[src/rtl/rv_instr_encoder.sv]
// rv_instr_encoder
//   Buffered RV32I encoder for the LW/SW/R-type/BEQ/ADDI/JAL subset. Each
//   accepted request is range-checked, encoded into a 32-bit machine word
//   and queued with a sequential instruction-memory address. Requests whose
//   immediate cannot be represented (or whose kind is illegal) are still
//   handshaken, but they are dropped and raise the sticky err flag.
//
// Ports
//   clk, reset            rising-edge clock, synchronous active-high reset
//   in_valid / in_ready   request handshake
//   in_kind               0=LW 1=SW 2=R 3=BEQ 4=ADDI 5=JAL (6/7 illegal)
//   in_funct              R-type {funct7[5], funct3}
//   in_rd/in_rs1/in_rs2   register indices
//   in_imm                21-bit signed byte offset / immediate
//   out_valid / out_ready word handshake
//   out_instr / out_addr  FIFO head: machine word and its address
//   err                   sticky "illegal request dropped"
//   level                 FIFO occupancy
module rv_instr_encoder #(
  parameter int                ADDR_W    = 32,
  parameter logic [ADDR_W-1:0] BASE_ADDR = {ADDR_W{1'b0}},
  parameter int                DEPTH     = 4
) (
  input  logic                     clk,
  input  logic                     reset,
  input  logic                     in_valid,
  output logic                     in_ready,
  input  logic [2:0]               in_kind,
  input  logic [3:0]               in_funct,
  input  logic [4:0]               in_rd,
  input  logic [4:0]               in_rs1,
  input  logic [4:0]               in_rs2,
  input  logic [20:0]              in_imm,
  output logic                     out_valid,
  input  logic                     out_ready,
  output logic [31:0]              out_instr,
  output logic [ADDR_W-1:0]        out_addr,
  output logic                     err,
  output logic [$clog2(DEPTH):0]   level
);

  localparam int PTR_W = $clog2(DEPTH);
  localparam int LVL_W = PTR_W + 1;
  localparam logic [LVL_W-1:0] DEPTH_L = LVL_W'(DEPTH);

  // Immediate fits a 12-bit signed field (I/S formats).
  function automatic logic fits_12(input logic [20:0] imm);
    return (&imm[20:11]) | ~(|imm[20:11]);
  endfunction

  // Immediate fits a 13-bit signed field (B format).
  function automatic logic fits_13(input logic [20:0] imm);
    return (&imm[20:12]) | ~(|imm[20:12]);
  endfunction

  logic [31:0]        enc_instr_s;
  logic               enc_ok_s;
  logic               in_fire_s;
  logic               push_s;
  logic               pop_s;
  logic               drop_s;

  logic [31:0]        mem_instr_r [DEPTH];
  logic [ADDR_W-1:0]  mem_addr_r  [DEPTH];
  logic [PTR_W-1:0]   wr_ptr_r;
  logic [PTR_W-1:0]   rd_ptr_r;
  logic [LVL_W-1:0]   level_r;
  logic [ADDR_W-1:0]  next_addr_r;
  logic               err_r;

  // Encode the current request and decide whether its immediate is legal.
  always_comb begin
    enc_instr_s = 32'h0000_0000;
    enc_ok_s    = 1'b0;
    case (in_kind)
      3'd0: begin
        enc_instr_s = {in_imm[11:0], in_rs1, 3'b010, in_rd, 7'b0000011};
        enc_ok_s    = fits_12(in_imm);
      end
      3'd1: begin
        enc_instr_s = {in_imm[11:5], in_rs2, in_rs1, 3'b010, in_imm[4:0], 7'b0100011};
        enc_ok_s    = fits_12(in_imm);
      end
      3'd2: begin
        enc_instr_s = {1'b0, in_funct[3], 5'b00000, in_rs2, in_rs1, in_funct[2:0],
                       in_rd, 7'b0110011};
        enc_ok_s    = 1'b1;
      end
      3'd3: begin
        enc_instr_s = {in_imm[12], in_imm[10:5], in_rs2, in_rs1, 3'b000,
                       in_imm[4:1], in_imm[11], 7'b1100011};
        enc_ok_s    = fits_13(in_imm) & ~in_imm[0];
      end
      3'd4: begin
        enc_instr_s = {in_imm[11:0], in_rs1, 3'b000, in_rd, 7'b0010011};
        enc_ok_s    = fits_12(in_imm);
      end
      3'd5: begin
        enc_instr_s = {in_imm[20], in_imm[10:1], in_imm[11], in_imm[19:12],
                       in_rd, 7'b1101111};
        enc_ok_s    = ~in_imm[0];
      end
      default: begin
        enc_instr_s = 32'h0000_0000;
        enc_ok_s    = 1'b0;
      end
    endcase
  end

  // No pass-through when full: a pop in the same cycle does not open in_ready.
  assign in_ready  = !reset && (level_r < DEPTH_L);
  assign in_fire_s = in_valid && in_ready;
  assign push_s    = in_fire_s && enc_ok_s;
  assign drop_s    = in_fire_s && !enc_ok_s;
  assign pop_s     = out_valid && out_ready;

  // FIFO storage; reset values make the empty head read as 0 @ BASE_ADDR.
  always_ff @(posedge clk) begin
    if (reset) begin
      for (int i = 0; i < DEPTH; i++) begin
        mem_instr_r[i] <= 32'h0000_0000;
        mem_addr_r[i]  <= BASE_ADDR;
      end
    end else if (push_s) begin
      mem_instr_r[wr_ptr_r] <= enc_instr_s;
      mem_addr_r[wr_ptr_r]  <= next_addr_r;
    end else begin
      mem_instr_r[wr_ptr_r] <= mem_instr_r[wr_ptr_r];
      mem_addr_r[wr_ptr_r]  <= mem_addr_r[wr_ptr_r];
    end
  end

  // FIFO pointers and occupancy; DEPTH is a power of two so pointers wrap freely.
  always_ff @(posedge clk) begin
    if (reset) begin
      wr_ptr_r <= {PTR_W{1'b0}};
      rd_ptr_r <= {PTR_W{1'b0}};
      level_r  <= {LVL_W{1'b0}};
    end else begin
      wr_ptr_r <= push_s ? wr_ptr_r + PTR_W'(1) : wr_ptr_r;
      rd_ptr_r <= pop_s  ? rd_ptr_r + PTR_W'(1) : rd_ptr_r;
      if (push_s && !pop_s) begin
        level_r <= level_r + LVL_W'(1);
      end else if (pop_s && !push_s) begin
        level_r <= level_r - LVL_W'(1);
      end else begin
        level_r <= level_r;
      end
    end
  end

  // Next instruction address; dropped requests leave it untouched, wraps silently.
  always_ff @(posedge clk) begin
    if (reset) begin
      next_addr_r <= BASE_ADDR;
    end else if (push_s) begin
      next_addr_r <= next_addr_r + ADDR_W'(4);
    end else begin
      next_addr_r <= next_addr_r;
    end
  end

  // Sticky error flag for dropped requests.
  always_ff @(posedge clk) begin
    if (reset) begin
      err_r <= 1'b0;
    end else if (drop_s) begin
      err_r <= 1'b1;
    end else begin
      err_r <= err_r;
    end
  end

  assign out_valid = (level_r != {LVL_W{1'b0}});
  assign out_instr = mem_instr_r[rd_ptr_r];
  assign out_addr  = mem_addr_r[rd_ptr_r];
  assign err       = err_r;
  assign level     = level_r;

endmodule
[config.mk]
export PLATFORM = sky130hd
export DESIGN_NAME = rv_instr_encoder
export DESIGN_NICKNAME = d
export VERILOG_FILES = /design/src/rtl/rv_instr_encoder.sv
export SDC_FILE = /design/constraint.sdc
export NUM_CORES = 1
export LEC_CHECK = 0
export BUFFER_PORTS_ARGS = -buffer_cell sky130_fd_sc_hd__buf_2
export CAP_MARGIN = 20
export CORE_ASPECT_RATIO = 1.4
export CORE_MARGIN = 1.5
export CORE_UTILIZATION = 45
export DETAILED_ROUTE_END_ITERATION = 16
export PLACE_DENSITY = 0.64
export SYNTH_ARGS = -nofsm -noshare
export SYNTH_HDL_FRONTEND = slang
export SYNTH_SLANG_ARGS = --single-unit
[constraint.sdc]
create_clock -name clk -period 6.2 [get_ports clk]
set_input_delay 1.55 -clock clk [delete_from_list [all_inputs] [get_ports clk]]
set_output_delay 1.55 -clock clk [all_outputs]
set_load 0.03 [all_outputs]
# Word level (Yosys, flattened, before mapping)
# Memories as Yosys holds them, arrays and structs flattened. A register that Yosys moved wholly into a read port is not among the register bits.
# Index checks and enable logic that the tools add are counted.
# totals
register_bits	40
latch_bits	0
mem_bits_rw	256
mem_bits_ro	0
word_cells	73
memories	2
# classes
add_sub_neg	5
mul	0
div	0
n_lt_le_gt_ge	1
eq_ne	6
shift	0
mux	24
n_bitwise	8
reduce_logical	22
# memory_table
name	words	width	rd	rd_ports_with_merged_regs	wr	line_no	text
mem_addr_r	4	32	1	1	4	64	logic [ADDR_W-1:0] mem_addr_r [DEPTH];
mem_instr_r	4	32	1	1	4	63	logic [31:0] mem_instr_r [DEPTH];
# ops
operator	n
32-bit one-hot mux with 6 select lines	1
32-bit 2-to-1 mux	4
32-bit OR reduction	2
32-bit by 3-bit adder with 32-bit output, second input constant	1
2-bit 2-to-1 mux	6
1-bit 2-to-1 mux	10
10-bit AND reduction	1
10-bit OR reduction	1
9-bit AND reduction	1
9-bit OR reduction	1
1-bit logical AND	7
3-bit by 2-bit equality test with 1-bit output, second input constant	2
3-bit equality test, second input constant	2
3-bit 2-to-1 mux	2
2-bit by 1-bit adder with 2-bit output, second input constant	2
1-bit zero test	4
1-bit bitwise OR	4
1-bit one-hot mux with 4 select lines	1
3-bit by 1-bit adder with 3-bit output, second input constant	1
3-bit by 1-bit equality test with 1-bit output, second input constant	1
3-bit zero test	1
3-bit < comparator, second input constant	1
1-bit inverter	3
3-bit nonzero test	1
6 further kinds	6

# Logic depth before layout (Yosys ltp)
# Gate-level depths: netlist of run 1.
# logic_depth
word_depth	13
depth_mapped	13

# Worst setup path after synthesis of run 1
# Ideal clock, no wire load.
# synth_path
path_type	input -> register
start	input in_imm[16]
end	memory mem_addr_r[3][10], enable pin
arrival_ns	5.837
required_time_ns	5.710
path_slack_ns	-0.127
path_stages	5
path_buffers	0
path_cell_list	or4_1 or4_4 a211oi_4 nor2_1 o21bai_1
# synth_lines
element	line_no	text
from (decl)	33	input logic [20:0] in_imm,
to (decl)	64	

==> impl_metrics.yaml, run 1 <==
clock_network:
  ctsResizeCount: 0
  clk_pin_slew_worst_paths_ps: 60
  clk_latency_ps: 520
  cts.htree.levels: 1
  ctsHoldBuffers: 0
  cts_tree: "done"
  cts_root_buf: "clkbuf_16"
  cts_buffers: 26
  clkSinkCount: 280
  cts_setup_buffers: 0
  clockBufferDepth: 3
yosys:
  synth_flop_cell: "edfxtp_1"
  netlist.area_leader.share_pct: 58.42
  synth_area_leaders: "edfxtp_1, mux4_2, dfxtp_1"
  syn_avg_cell_area_um2: 13.66
  syn_area_um2: 12340
  synth_warnings: 0
  yosysUniqueCellTypes: 50
  postSynth.asyncResetShare_pct: 0
  syn_inst: 903
  yosys.area.top_type: "edfxtp_1"
  synth-seq-cells: 280
  yosysSeqAreaShare_pct: 64.92
  synth_edf_count: 240
sta:
  setup_viol: 0
  maxSlewHeadroom_pct: 32.61
  finalWorstSetupSlack_ps: 1447
  fin_crit_ps: 4753
  max_freq_mhz: 210.4
  finalSetupTns_ps: 0
  slew_violations: 0
  tightestPinTransition_ps: 1000
  clock-skew-final_ps: 7.905
  final.period_utilization_pct: 76.65
  rsz0062_at_grt: "false"
  hold_viol: 0
critical_path:
  worstPathCellList: "buf_2 > or4_1 > or4_4 > a211oi_4 > o21ai_4 > inv_2 > nand3_2 > buf_4 > nand2b_2 > buf_4"
  slowest_stage: "or4_1"
  setup.worst_path.end_class: "flop"
  worstPathMaxFanout: 19
  worstSetupPathType: "in2reg"
  critPathBufInv: 4
  critPathRequiredTime_ps: 6420
  cp-start-kind: "input port"
  slowest_delay_ps: 550
  cp_top_family: "simple AND/OR/NAND/NOR gates"
  crit_top_cell: "buf_4"
  arrival_ps: 4970
global_routing:
  grt_pass1_wl_um: 42560
  grt_max_degree: 49
  antenna_found_initial: 0
  grt_pass1_vias: 7484
  grt_usage_pct: 19.91
  grt_overflow_total: 0
route:
  via_count: 7627
  wirelength_um: 27940
  wire_per_inst_um: 20.11
  ant_nets: 0
  first_pass_iters: 5
  viasPerCell: 5.491
  drtIter0Drc: 423
  drc: 0
floorplanning:
  dieHeight_um: 198.9
  io_pins: 117
  coreArea_um2: 26920
  row_count: 71
  die_x_um: 142.9
  die-area_um2: 28430
  start_util_pct: 45.83
finish:
  areaGrowthSynthToFinish_pct: 14.45
  layout.nets: 1054
  drive_gt1_share_pct: 24.32
  antenna_cells: 0
power_and_ir_drop:
  p_leak_nw: 5.031
  ir_drop_uv: 153.2
  p_per_area_nw_per_um2: 313.0
run:
  drv_cap: 0
placed_design:
  portBuffers: 114
  pre_cts_slack_ps: 920.1
  dp_hpwl_um: 17830
  gp_congestion: 0.8169
run_status:
  status: "finished clean"
min_path:
  hp-class: "reg2reg"
stage by stage:
stage | cell area (um^2) | hold slack, ps | power [mW] | cells | utilization [%]
5_1_grt | 14120 | 546.2 | 4.569 | 1389 | 52.45
6_report | 14120 | 508.5 | 4.419 | 1389 | 52.45
3_3_place_gp | 13260 | 484.4 | 2.875 | 1341 | 49.26
2_1_floorplan | 12340 | 458.6 | 2.672 | 904 | -
4_1_cts | 14120 | 508.8 | 4.459 | 1389 | 52.45
3_5_place_dp | 13260 | 499.5 | 2.877 | 1341 | 49.26
worst paths after layout:
kind,startpoint,endpoint,slack (ps),cells past startpoint
hold reg to reg,next_addr_r[23]$_SDFFE_PP0P_,next_addr_r[23]$_SDFFE_PP0P_,510,2
setup / recovery,in_imm[16],mem_addr_r[2][21]$_SDFFCE_PN0P_,1450,10
setup reg to reg,level[2]$_SDFFE_PP0P_,mem_addr_r[2][21]$_SDFFCE_PN0P_,3140,7
hold / removal,next_addr_r[23]$_SDFFE_PP0P_,next_addr_r[23]$_SDFFE_PP0P_,510,2
logic make-up after synthesis:
family | Yosys count | synth area share [%]
AOI/OAI and AO/OA | 96 | 4.727
xor gates and xnor gates | 9 | 0.6390
adders and majority gates | 3 | 0.3651
buffers and inverters | 77 | 2.962
DFF | 280 | 64.92
muxes | 66 | 11.44
other | 1 | 0.03040
and+or+nand+nor | 371 | 14.92
layout by cell type, fill, tap and decap left out, types with 4 or more instances in the layout:
| cell | instances |
|---|---|
| a21oi_1 | 41 |
| nor3_1 | 6 |
| clkbuf_16 | 27 |
| nand2_1 | 28 |
| or3_1 | 27 |
| nand3_1 | 11 |
| and2_1 | 96 |
| buf_4 | 16 |
| nor2_1 | 168 |
| o31ai_1 | 4 |
| or4_1 | 7 |
| edfxtp_1 | 240 |
| a22oi_1 | 15 |
| clkinv_2 | 4 |
| clkbuf_8 | 7 |
| inv_1 | 14 |
| clkbuf_1 | 7 |
| mux4_2 | 60 |
| xor2_1 | 6 |
| dfxtp_1 | 38 |
| buf_2 | 114 |
| nand4_1 | 8 |
| mux2i_1 | 6 |
| o21ai_0 | 24 |
cell type report:
type	count	area, um^2
repair buffers	132	730.7
inverters	17	66.31
well taps	365	456.7
flip-flops and latches	280	8013
fillers	2267	12800
clock buffers	41	798.3
clock inverters	7	61.31
multi-input cells	547	3993
worst reg2reg max path, cell delays in order, from the launching register on:
cell	delay (ps)
dfxtp_1	380
nor3b_1	560
o21ai_4	310
inv_2	360
nand3_2	120
buf_4	220
nand2b_2	450
buf_4	340
sequential cells by signal, summed over array words and instances, names as in the netlist, named ones only:
register / flops
next_addr_r: 30
level: 3
mem_instr_r: 120
wr_ptr_r: 2
mem_addr_r: 120
rd_ptr_r: 2
err: 1
power by group:
| group | switching, mW | internal, mW | leakage, nW |
|---|---|---|---|
| sequential | 0.0621 | 2.11 | 2.79 |
| clock | 0.671 | 0.923 | 0.423 |
| combinational | 0.413 | 0.239 | 1.82 |
cell usage after synthesis (2+ instances only):
cell         n
edfxtp_1   240
nor2_1     168
and2_1      96
mux4_2      60
a21oi_1     41
dfxtp_1     40
clkbuf_1    33
nand2_1     28
or3_1       27
o21ai_0     24
a22oi_1     15
inv_1       14
nand3_1     11
buf_1        8
nand4_1      8
or4_1        7
buf_2        6
buf_6        6
mux2i_1      6
nor3_1       6
xor2_1       6
buf_4        5
nand2b_1     4
o31ai_1      4
nor4_1       3
o22a_1       3
xnor2_1      3
and3_1       2
clkbuf_2     2
ha_1         2
inv_2        2
nor3b_1      2
o2111ai_1    2
o211ai_1     2
or2_2        2
layer usage:
layer | track usage (%) | up-vias | part of all wire, %
li1 | - | 3536 | -
met1 | 25.57 | 3838 | 42
met2 | 35.52 | 223 | 51
met3 | 2.455 | 30 | 4.8
met4 | 5.231 | 0 | 1.5
met5 | 0 | - | 0
No activity file was read; power rests on OpenSTA's default activity.
==> run 2, diff against run 1 <==
--- a/config.mk
+++ b/config.mk
@@ -11,7 +11,7 @@
 export CORE_MARGIN = 1.5
 export CORE_UTILIZATION = 45
 export DETAILED_ROUTE_END_ITERATION = 16
-export PLACE_DENSITY = 0.64
+export PLACE_DENSITY = 0.61
 export SYNTH_ARGS = -nofsm -noshare
 export SYNTH_HDL_FRONTEND = slang
 export SYNTH_SLANG_ARGS = --single-unit
==> constraint.sdc (replaced) <==
create_clock -name clk -period 4.4 [get_ports clk]
set_input_delay 1.1 -clock clk [delete_from_list [all_inputs] [get_ports clk]]
set_output_delay 1.1 -clock clk [all_outputs]
set_load 0.03 [all_outputs]
==> run 2 against run 1 <==
Compared with the run above:
- routed wire length decreased by 0.40%
- design area increased by 0.63%
- non-clock buffer count increased by 9
- critical path depth grew 2
- first-iteration DRC count rose by 7.3%
- count of clock-buffer cells in the layout fell by 6
- setup slack got worse by 710 ps
- total power is 40% higher
- highest routed layer unchanged
==> impl_metrics.yaml, run 2 (synthesis results as in run 1) <==
finish:
  regArea_um2: 8013
  drive_gt1_share_pct: 25.02
  areaGrowthSynthToFinish_pct: 15.17
  antenna_cells: 0
  final_cell_mix: "edfxtp_1, nor2_1, buf_2"
  multiInputGateArea_um2: 3993
  fillCellCount: 2312
  layout.nets: 1064
  fin_util_pct: 52.78
  final_common_cell: "edfxtp_1"
  top_regs: "mem_addr_r: 120 flops, mem_instr_r: 120 flops, next_addr_r: 30 flops"
  finalNonFillerCells: 1400
floorplanning:
  dieHeight_um: 198.9
  die_x_um: 142.9
  coreArea_um2: 26920
  die-area_um2: 28430
  start_util_pct: 45.83
  row_count: 71
  io_pins: 117
clock_network:
  cts_root_buf: "clkbuf_16"
  cts_setup_buffers: 0
  cts_buffers: 27
  clkSinkCount: 280
  ctsHoldBuffers: 0
  cts.htree.levels: 1
  clk_pin_slew_worst_paths_ps: 60
  clockBufferDepth: 3
  cts_tree: "done"
  clk_latency_ps: 530
  ctsResizeCount: 0
global_routing:
  grt_pass1_vias: 7723
  grt_max_degree: 61
  grt_pass1_wl_um: 43660
  grt_usage_pct: 20.24
  grt_overflow_total: 0
  antenna_found_initial: 0
critical_path:
  critPathRequiredTime_ps: 4870
  cp-start-kind: "input port"
  setup.worst_path.end_class: "flop"
  worstSetupPathType: "in2reg"
  worstPathMaxFanout: 5
  arrival_ps: 4120
  reg2reg_depth: 9
  r2r_setup_slack_ps: 1830
power_and_ir_drop:
  p_per_area_nw_per_um2: 436.8
  p_leak_nw: 5.078
  totalPowerFinal_mw: 6.205
  ir_drop_uv: 348.6
route:
  drtIter0Drc: 454
  wire_per_inst_um: 19.87
  first_pass_iters: 5
  drc: 0
  ant_nets: 0
  viasPerCell: 5.457
  via_count: 7640
  wirelength_um: 27820
sta:
  finalWorstSetupSlack_ps: 742.3
  hold_viol: 0
  rsz0062_at_grt: "false"
  clock-skew-final_ps: 7.290
  finalSetupTns_ps: 0
  setup_viol: 0
  maxSlewHeadroom_pct: 33.45
  final.period_utilization_pct: 83.13
  max_freq_mhz: 273.4
  slew_violations: 0
  fin_crit_ps: 3658
  tightestPinTransition_ps: 998.2
placed_design:
  gp_congestion: 0.7911
  pre_cts_slack_ps: 251.0
  dp.cells: 1350
  portBuffers: 114
  dp_hpwl_um: 16980
run:
  drv_cap: 0
min_path:
  hold_depth: 2
  hp-class: "reg2reg"
run_status:
  status: "finished clean"
==> run 2: path summary, 6_finish.rpt <==
path | startpoint | to
worst max register to register | level[2]$_SDFFE_PP0P_ | level[2]$_SDFFE_PP0P_
worst min-delay path | wr_ptr_r[0]$_SDFFE_PP0P_ | wr_ptr_r[0]$_SDFFE_PP0P_
worst min register to register | wr_ptr_r[0]$_SDFFE_PP0P_ | wr_ptr_r[0]$_SDFFE_PP0P_
worst max-delay path | in_imm[16] | level[2]$_SDFFE_PP0P_
==> run 2: cell type report <==
type                    instances  area share, %
well taps                     365          3.214
clock inverters                15         0.7574
flip-flops and latches        280          56.40
multi-input cells             547          28.10
repair buffers                141          5.883
clock buffers                  35          5.178
inverters                      17         0.4668
==> run 2: per-stage QoR <==
step           hold WS [ps]  cell area [um^2]
6_report              505.4             14210
5_1_grt               532.2             14210
4_1_cts               494.0             14210
3_5_place_dp          481.9             13360
3_3_place_gp          484.4             13360
2_1_floorplan         458.6             12360
==> run 2: where the power goes <==
group | total [mW] | internal, mW | leakage, nW | switching (mW)
clock | 2.21 | 1.24 | 0.409 | 0.971
combinational | 0.943 | 0.348 | 1.88 | 0.595
sequential | 3.05 | 2.97 | 2.79 | 0.0785
total | 6.21 | 4.56 | 5.08 | 1.64
==> run 2: worst max-delay path, cell delays in order <==
cell and delay [ps]:
buf_2 110, or4_1 550, or4_4 510, a211oi_4 370
o21ai_4 120, inv_2 140, ha_1 190, inv_1 60
fa_1 370, xor2_1 160, or3_1 300, a21oi_1 140
==> run 2: routing by layer <==
layer	vias to the layer above	share of wire, %	track usage (%)
met3	41	4.5	2.311
met4	0	2.3	5.766
met2	209	51	35.59
met5	-	0	0
li1	3551	-	-
met1	3839	42	26.40
